--- src/rtl/key_debounce_pkg.sv ---
// Shared definitions for the key debouncer: channel state encoding and counter sizing.
// Latency: n/a (types and constant functions only).
// Backpressure: n/a.
package key_debounce_pkg;

    typedef enum logic [2:0] {
        ST_IDLE       = 3'd0,
        ST_PRESS_DB   = 3'd1,
        ST_PRESSED    = 3'd2,
        ST_HELD       = 3'd3,
        ST_RELEASE_DB = 3'd4
    } key_state_t;

    // Bits needed to count up to the larger of the long-press and debounce thresholds.
    function automatic int cnt_width(input int long_ms, input int db_ms);
        int m;
        m = (long_ms > db_ms) ? long_ms : db_ms;
        return $clog2(m + 1);
    endfunction

endpackage

--- src/rtl/key_debounce_chan.sv ---
// One key channel: 2-FF synchroniser, debounce/hold state machine, registered event pulses.
// Latency: 2 clocks sync + DEBOUNCE_MS samples + 1 clock to key_press.
// Backpressure: none; pulses are single-cycle and are not held for a consumer.
module key_debounce_chan #(
    parameter int KEY_ACTIVE_LOW = 1,
    parameter int DEBOUNCE_MS    = 20,
    parameter int LONG_MS        = 1000,
    parameter int REPEAT_MS      = 200
) (
    input  logic clock,
    input  logic reset,
    input  logic sample,
    input  logic key_raw,
    output logic key_level,
    output logic key_press,
    output logic key_release,
    output logic key_long,
    output logic key_repeat
);
    import key_debounce_pkg::*;

    localparam int            CW       = cnt_width(LONG_MS, DEBOUNCE_MS);
    localparam logic [CW-1:0] CNT_MAX  = '1;
    localparam logic [CW-1:0] DB_TGT   = CW'(DEBOUNCE_MS);
    localparam logic [CW-1:0] LONG_TGT = CW'(LONG_MS - DEBOUNCE_MS);

    logic          key_norm;
    logic [1:0]    sync_q;
    logic          pressed;
    key_state_t    state;
    logic          was_held;
    logic [CW-1:0] db_cnt;
    logic [CW-1:0] hold_cnt;
    logic [CW-1:0] db_inc;
    logic [CW-1:0] hold_inc;

    // Normalise before synchronising so the reset value 0 means "released".
    assign key_norm = (KEY_ACTIVE_LOW != 0) ? ~key_raw : key_raw;
    assign pressed  = sync_q[1];

    // Saturating increments: counters never wrap.
    assign db_inc   = (db_cnt == CNT_MAX)   ? db_cnt   : db_cnt + CW'(1);
    assign hold_inc = (hold_cnt == CNT_MAX) ? hold_cnt : hold_cnt + CW'(1);

    // Two-flop synchroniser for the asynchronous button input.
    always_ff @(posedge clock or negedge reset) begin
        if (!reset) begin
            sync_q <= 2'b00;
        end else begin
            sync_q <= {sync_q[0], key_norm};
        end
    end

    // Channel state machine; advances only on sample cycles, pulses default low every clock.
    always_ff @(posedge clock or negedge reset) begin
        if (!reset) begin
            state       <= ST_IDLE;
            was_held    <= 1'b0;
            db_cnt      <= '0;
            hold_cnt    <= '0;
            key_level   <= 1'b0;
            key_press   <= 1'b0;
            key_release <= 1'b0;
            key_long    <= 1'b0;
            key_repeat  <= 1'b0;
        end else begin
            key_press   <= 1'b0;
            key_release <= 1'b0;
            key_long    <= 1'b0;
            key_repeat  <= 1'b0;
            if (sample) begin
                case (state)
                    ST_IDLE: begin
                        if (pressed) begin
                            if (DEBOUNCE_MS == 1) begin
                                state     <= ST_PRESSED;
                                key_press <= 1'b1;
                                key_level <= 1'b1;
                                hold_cnt  <= '0;
                            end else begin
                                state  <= ST_PRESS_DB;
                                db_cnt <= CW'(1);
                            end
                        end
                    end
                    ST_PRESS_DB: begin
                        if (pressed) begin
                            if (db_inc == DB_TGT) begin
                                state     <= ST_PRESSED;
                                key_press <= 1'b1;
                                key_level <= 1'b1;
                                hold_cnt  <= '0;
                                db_cnt    <= '0;
                            end else begin
                                db_cnt <= db_inc;
                            end
                        end else begin
                            state  <= ST_IDLE;
                            db_cnt <= '0;
                        end
                    end
                    ST_PRESSED, ST_HELD: begin
                        if (pressed) begin
                            if (state == ST_PRESSED) begin
                                if (hold_inc == LONG_TGT) begin
                                    state    <= ST_HELD;
                                    key_long <= 1'b1;
                                    hold_cnt <= '0;
                                end else begin
                                    hold_cnt <= hold_inc;
                                end
                            end else if (REPEAT_MS != 0 && int'(hold_inc) == REPEAT_MS) begin
                                key_repeat <= 1'b1;
                                hold_cnt   <= '0;
                            end else begin
                                hold_cnt <= hold_inc;
                            end
                        end else if (DEBOUNCE_MS == 1) begin
                            state       <= ST_IDLE;
                            key_release <= 1'b1;
                            key_level   <= 1'b0;
                            hold_cnt    <= '0;
                            db_cnt      <= '0;
                        end else begin
                            // hold_cnt is left untouched so a bounce can resume the hold timing.
                            state    <= ST_RELEASE_DB;
                            was_held <= (state == ST_HELD);
                            db_cnt   <= CW'(1);
                        end
                    end
                    ST_RELEASE_DB: begin
                        if (!pressed) begin
                            if (db_inc == DB_TGT) begin
                                state       <= ST_IDLE;
                                key_release <= 1'b1;
                                key_level   <= 1'b0;
                                db_cnt      <= '0;
                                hold_cnt    <= '0;
                            end else begin
                                db_cnt <= db_inc;
                            end
                        end else begin
                            state  <= was_held ? ST_HELD : ST_PRESSED;
                            db_cnt <= '0;
                        end
                    end
                    default: begin
                        state     <= ST_IDLE;
                        key_level <= 1'b0;
                        db_cnt    <= '0;
                        hold_cnt  <= '0;
                    end
                endcase
            end
        end
    end

endmodule

--- src/rtl/key_debounce.sv ---
// Debounces NUM_KEYS buttons, sampling on each rising edge of the 1 kHz divider output.
// Latency: 1 clock tick edge detect, then per-channel latency of key_debounce_chan.
// Backpressure: none; all event outputs are single-cycle pulses.
module key_debounce #(
    parameter int NUM_KEYS       = 4,
    parameter int KEY_ACTIVE_LOW = 1,
    parameter int DEBOUNCE_MS    = 20,
    parameter int LONG_MS        = 1000,
    parameter int REPEAT_MS      = 200
) (
    input  logic                clock,
    input  logic                reset,
    input  logic                tick_1k,
    input  logic [NUM_KEYS-1:0] key_raw,
    output logic [NUM_KEYS-1:0] key_level,
    output logic [NUM_KEYS-1:0] key_press,
    output logic [NUM_KEYS-1:0] key_release,
    output logic [NUM_KEYS-1:0] key_long,
    output logic [NUM_KEYS-1:0] key_repeat
);
    import key_debounce_pkg::*;

    logic tick_q;
    logic sample;

    // One sample enable per rising edge of the 1 kHz square wave.
    assign sample = tick_1k & ~tick_q;

    // Delay the tick by one clock for rising-edge detection.
    always_ff @(posedge clock or negedge reset) begin
        if (!reset) begin
            tick_q <= 1'b0;
        end else begin
            tick_q <= tick_1k;
        end
    end

    for (genvar i = 0; i < NUM_KEYS; i++) begin : g_chan
        key_debounce_chan #(
            .KEY_ACTIVE_LOW (KEY_ACTIVE_LOW),
            .DEBOUNCE_MS    (DEBOUNCE_MS),
            .LONG_MS        (LONG_MS),
            .REPEAT_MS      (REPEAT_MS)
        ) u_chan (
            .clock       (clock),
            .reset       (reset),
            .sample      (sample),
            .key_raw     (key_raw[i]),
            .key_level   (key_level[i]),
            .key_press   (key_press[i]),
            .key_release (key_release[i]),
            .key_long    (key_long[i]),
            .key_repeat  (key_repeat[i])
        );
    end

endmodule
--- config.mk ---
export PLATFORM = sky130hd
export DESIGN_NAME = key_debounce
export DESIGN_NICKNAME = d
export VERILOG_FILES = /design/src/rtl/key_debounce_pkg.sv /design/src/rtl/key_debounce_chan.sv /design/src/rtl/key_debounce.sv
export SDC_FILE = /design/constraint.sdc
export NUM_CORES = 1
export LEC_CHECK = 0
export BUFFER_PORTS_ARGS = -buffer_cell sky130_fd_sc_hd__buf_4
export CORE_AREA = 2 2 146 148
export DETAILED_ROUTE_END_ITERATION = 10
export DIE_AREA = 0 0 148 150
export PLACE_DENSITY_LB_ADDON = 0.1
export SLEW_MARGIN = 10
export SYNTH_ARGS = -nofsm -noshare
export SYNTH_HDL_FRONTEND = slang
export SYNTH_HIERARCHICAL = 1
export SYNTH_SLANG_ARGS = --single-unit
export TNS_END_PERCENT = 5
--- constraint.sdc ---
create_clock -name clock -period 7.1 [get_ports clock]
set_clock_uncertainty 0.05 [all_clocks]
set_input_delay 1.065 -clock clock [delete_from_list [all_inputs] [get_ports clock]]
set_output_delay 1.065 -clock clock [all_outputs]
set_load 0.1 [all_outputs]
==> results.json <==
{
  "grt_pass1_wl_mm": 33.47,
  "drt_wl_total_mm": 19.74,
  "critPathMaxFanout": 16,
  "async_reset_ff_frac": 1.000,
  "synth_enable_flop_cells": 0,
  "wl_per_cell_um": 15.96,
  "grt_usage": 0.1835,
  "grt_overflow": 0,
  "synth_area_um2": 8153,
  "yosys_register_bits": 125,
  "report.final.slew_viol_count": 0,
  "drv_cap": 0,
  "worstSkewPairLatency_ps": 430,
  "worstMarginPinSlew_ps": 869.4,
  "ant_nets": 0,
  "yosys_warnings": 6,
  "htree_levels": 4,
  "end_kind": "flip-flop",
  "cts_tree": "done",
  "area_growth_pct": 10.57,
  "numCtsBuffers": 17,
  "hold_violations": 0,
  "placed_area_um2": 8413,
  "synth_ff_type": "dfrtp_1",
  "grt_max_degree": 70,
  "antenna_found_initial": 0,
  "layout_common_cells": "dfrtp_1, nand2_1, nor2_1, o21ai_0, nand3_1",
  "firstDrtPassIters": 7,
  "yosysUniqueCellTypes": 87,
  "path_cells": "ha_1, and2_0, o311ai_4, xnor2_1, o41a_1, a311oi_4, o21ai_0, a22o_1",
  "place_congestion": 0.8455,
  "worstPathRequired_ps": 7370,
  "setup_viol": 0,
  "vias": 7240,
  "postCtsResizedCells": 0,
  "cp_slowest_stage_delay_ps": 780,
  "finalCriticalPeriod_ps": 3218,
  "max_freq_ghz": 0.3108,
  "crit_buf_inv": 0,
  "crit_arrival_ps": 3490,
  "fillerInstances": 2092,
  "grt_pass1_vias": 6782,
  "die_y_um": 150,
  "crit_type": "flip-flop to flip-flop",
  "port_buffers": 26,
  "cts.sinks": 125,
  "power_per_cell_area_nw_per_um2": 271.3,
  "ctsHoldBuffers": 0,
  "syn-mean-instance-area_um2": 8.519,
  "status": "complete, no violations",
  "die_area_um2": 22200,
  "min_period_over_period": 0.4532,
  "cp_slowest_cell": "a311oi_4",
  "hpwl_mm": 13.63,
  "die_w_um": 148,
  "path_delay_family": "compound AO/OA/AOI/OAI gates",
  "vias_per_cell": 5.853,
  "final_common_cell": "dfrtp_1",
  "clkSlewWorstSetupHoldPaths_ps": 60,
  "drive_gt1_frac": 0.1102,
  "drt-initial-drc-count": 548,
  "cts_setup_buffers": 0,
  "irDropWorstVdd_mv": 0.1597,
  "worst_setup_path_start_kind": "flip-flop",
  "drcViolationCount": 0,
  "core_um2": 20690,
  "synth_fp_nets": 972,
  "ios": 27,
  "hold_path.class": "flip-flop to flip-flop",
  "start_util": 0.3940,
  "rows": 53,
  "p_leak_nw": 3.435,
  "rsz0062_at_grt": "false",
  "diodes": 0,
  "cts_root_buf": "clkbuf_16",
  "nNetsFinal": 965,
  "cts_buffer_depth": 2,
  "ys_seq_area_frac": 0.3837,
  "fin_area_um2": 9015,
  "max_slew_margin": 0.4204,
  "synthCells": 957,
  "finalSetupTns_ps": 0
}
-- through the flow --
step                hold WS, ps  worst slack [ps]  instances    util  total power, mW
CTS                       303.5              3881       1237  0.4357            2.476
global placement          283.2              3837       1206  0.4066            1.565
finish                    299.5              3882       1237  0.4357            2.446
floorplan                 281.2              4248        957       -            1.425
global route              313.5              3645       1237  0.4357            2.611
detailed placement        291.8              3836       1206  0.4066            1.561
-- state kept, by name, indices dropped and copies added, names as in the netlist --
register,cells
g_chan.u_chan/key_release,4
g_chan.u_chan/hold_cnt,40
g_chan.u_chan/key_long,4
g_chan.u_chan/key_level,4
g_chan.u_chan/key_repeat,4
g_chan.u_chan/key_press,4
g_chan.u_chan/was_held,4
tick_q,1
g_chan.u_chan/state,12
g_chan.u_chan/sync_q,8
g_chan.u_chan/db_cnt,40
-- logic make-up (layout without fill, tap and decap cells) --
group                    count (synthesis)  in the layout  synth area share
buffers and inverters                   97            102           0.05678
multiplexers                            13             13           0.01657
adder cells (fa/ha/maj)                  8              8           0.01228
flip-flops                             125            125            0.3837
XOR/XNOR                                17             17           0.01826
AO/OA/AOI/OAI                          298            298            0.2578
AND/OR/NAND/NOR                        399            399            0.2546
-- synthesized netlist by cell type (all sizes together), types with 16 or more instances --
| cell type | number | area (µm²) |
|---|---|---|
| o21ai | 69 | 352.8 |
| nor3 | 33 | 170.2 |
| a31oi | 25 | 156.4 |
| nor4 | 21 | 131.4 |
| o31ai | 27 | 202.7 |
| a21oi | 60 | 315.3 |
| nand3 | 65 | 347.8 |
| xnor2 | 16 | 140.1 |
| nand2 | 99 | 374.1 |
| and3 | 17 | 117.6 |
| inv | 42 | 157.7 |
| buf | 20 | 141.4 |
| clkbuf | 35 | 163.9 |
| dfrtp | 125 | 3128 |
| nor2 | 75 | 284.0 |
| nand4 | 22 | 137.6 |
-- layer usage --
layer | track usage | routed length [µm] | vias to the layer above
met5 | 0 | 0 | -
met4 | 0.06048 | 257 | 0
met3 | 0.03933 | 688 | 24
met2 | 0.2917 | 9122 | 179
met1 | 0.2498 | 9671 | 3427
li1 | - | - | 3610
-- worst paths after layout --
| path | startpoint | endpoint | slack, ps | cells past startpoint |
|---|---|---|---|---|
| worst max-delay path | g_chan[0].u_chan/db_cnt[0] | g_chan[0].u_chan/hold_cnt[5] | 3880 | 8 |
| worst min-delay path | g_chan[1].u_chan/sync_q[0] | g_chan[1].u_chan/sync_q[1] | 300 | 0 |
| worst max register to register | g_chan[0].u_chan/db_cnt[0] | g_chan[0].u_chan/hold_cnt[5] | 3880 | 8 |
| worst min register to register | g_chan[1].u_chan/sync_q[0] | g_chan[1].u_chan/sync_q[1] | 300 | 0 |
| max in group asynchronous | reset | g_chan[1].u_chan/db_cnt[8] | 5200 | 2 |
| min in group asynchronous | reset | g_chan[2].u_chan/hold_cnt[6] | 600 | 1 |
-- power breakdown --
part           switching, mW  leakage (nW)  total, mW  internal (mW)
Combinational          0.351          1.45      0.577          0.226
Sequential             0.171          1.69      0.977          0.806
Clock                  0.308         0.300      0.892          0.584
Total                  0.830          3.43       2.45           1.62
-- layout make-up --
type	instances	area (µm²)	share of cell area
Clock buffer	24	491.7	0.05455
Multi-Input combinational cell	735	4562	0.5060
Clock inverter	7	110.1	0.01221
Sequential cell	125	3128	0.3470
Tap cell	275	344.1	0.03817
Timing Repair Buffer	29	221.5	0.02457
Inverter	42	157.7	0.01749
Note: power is estimated with default switching activity, not from simulation.
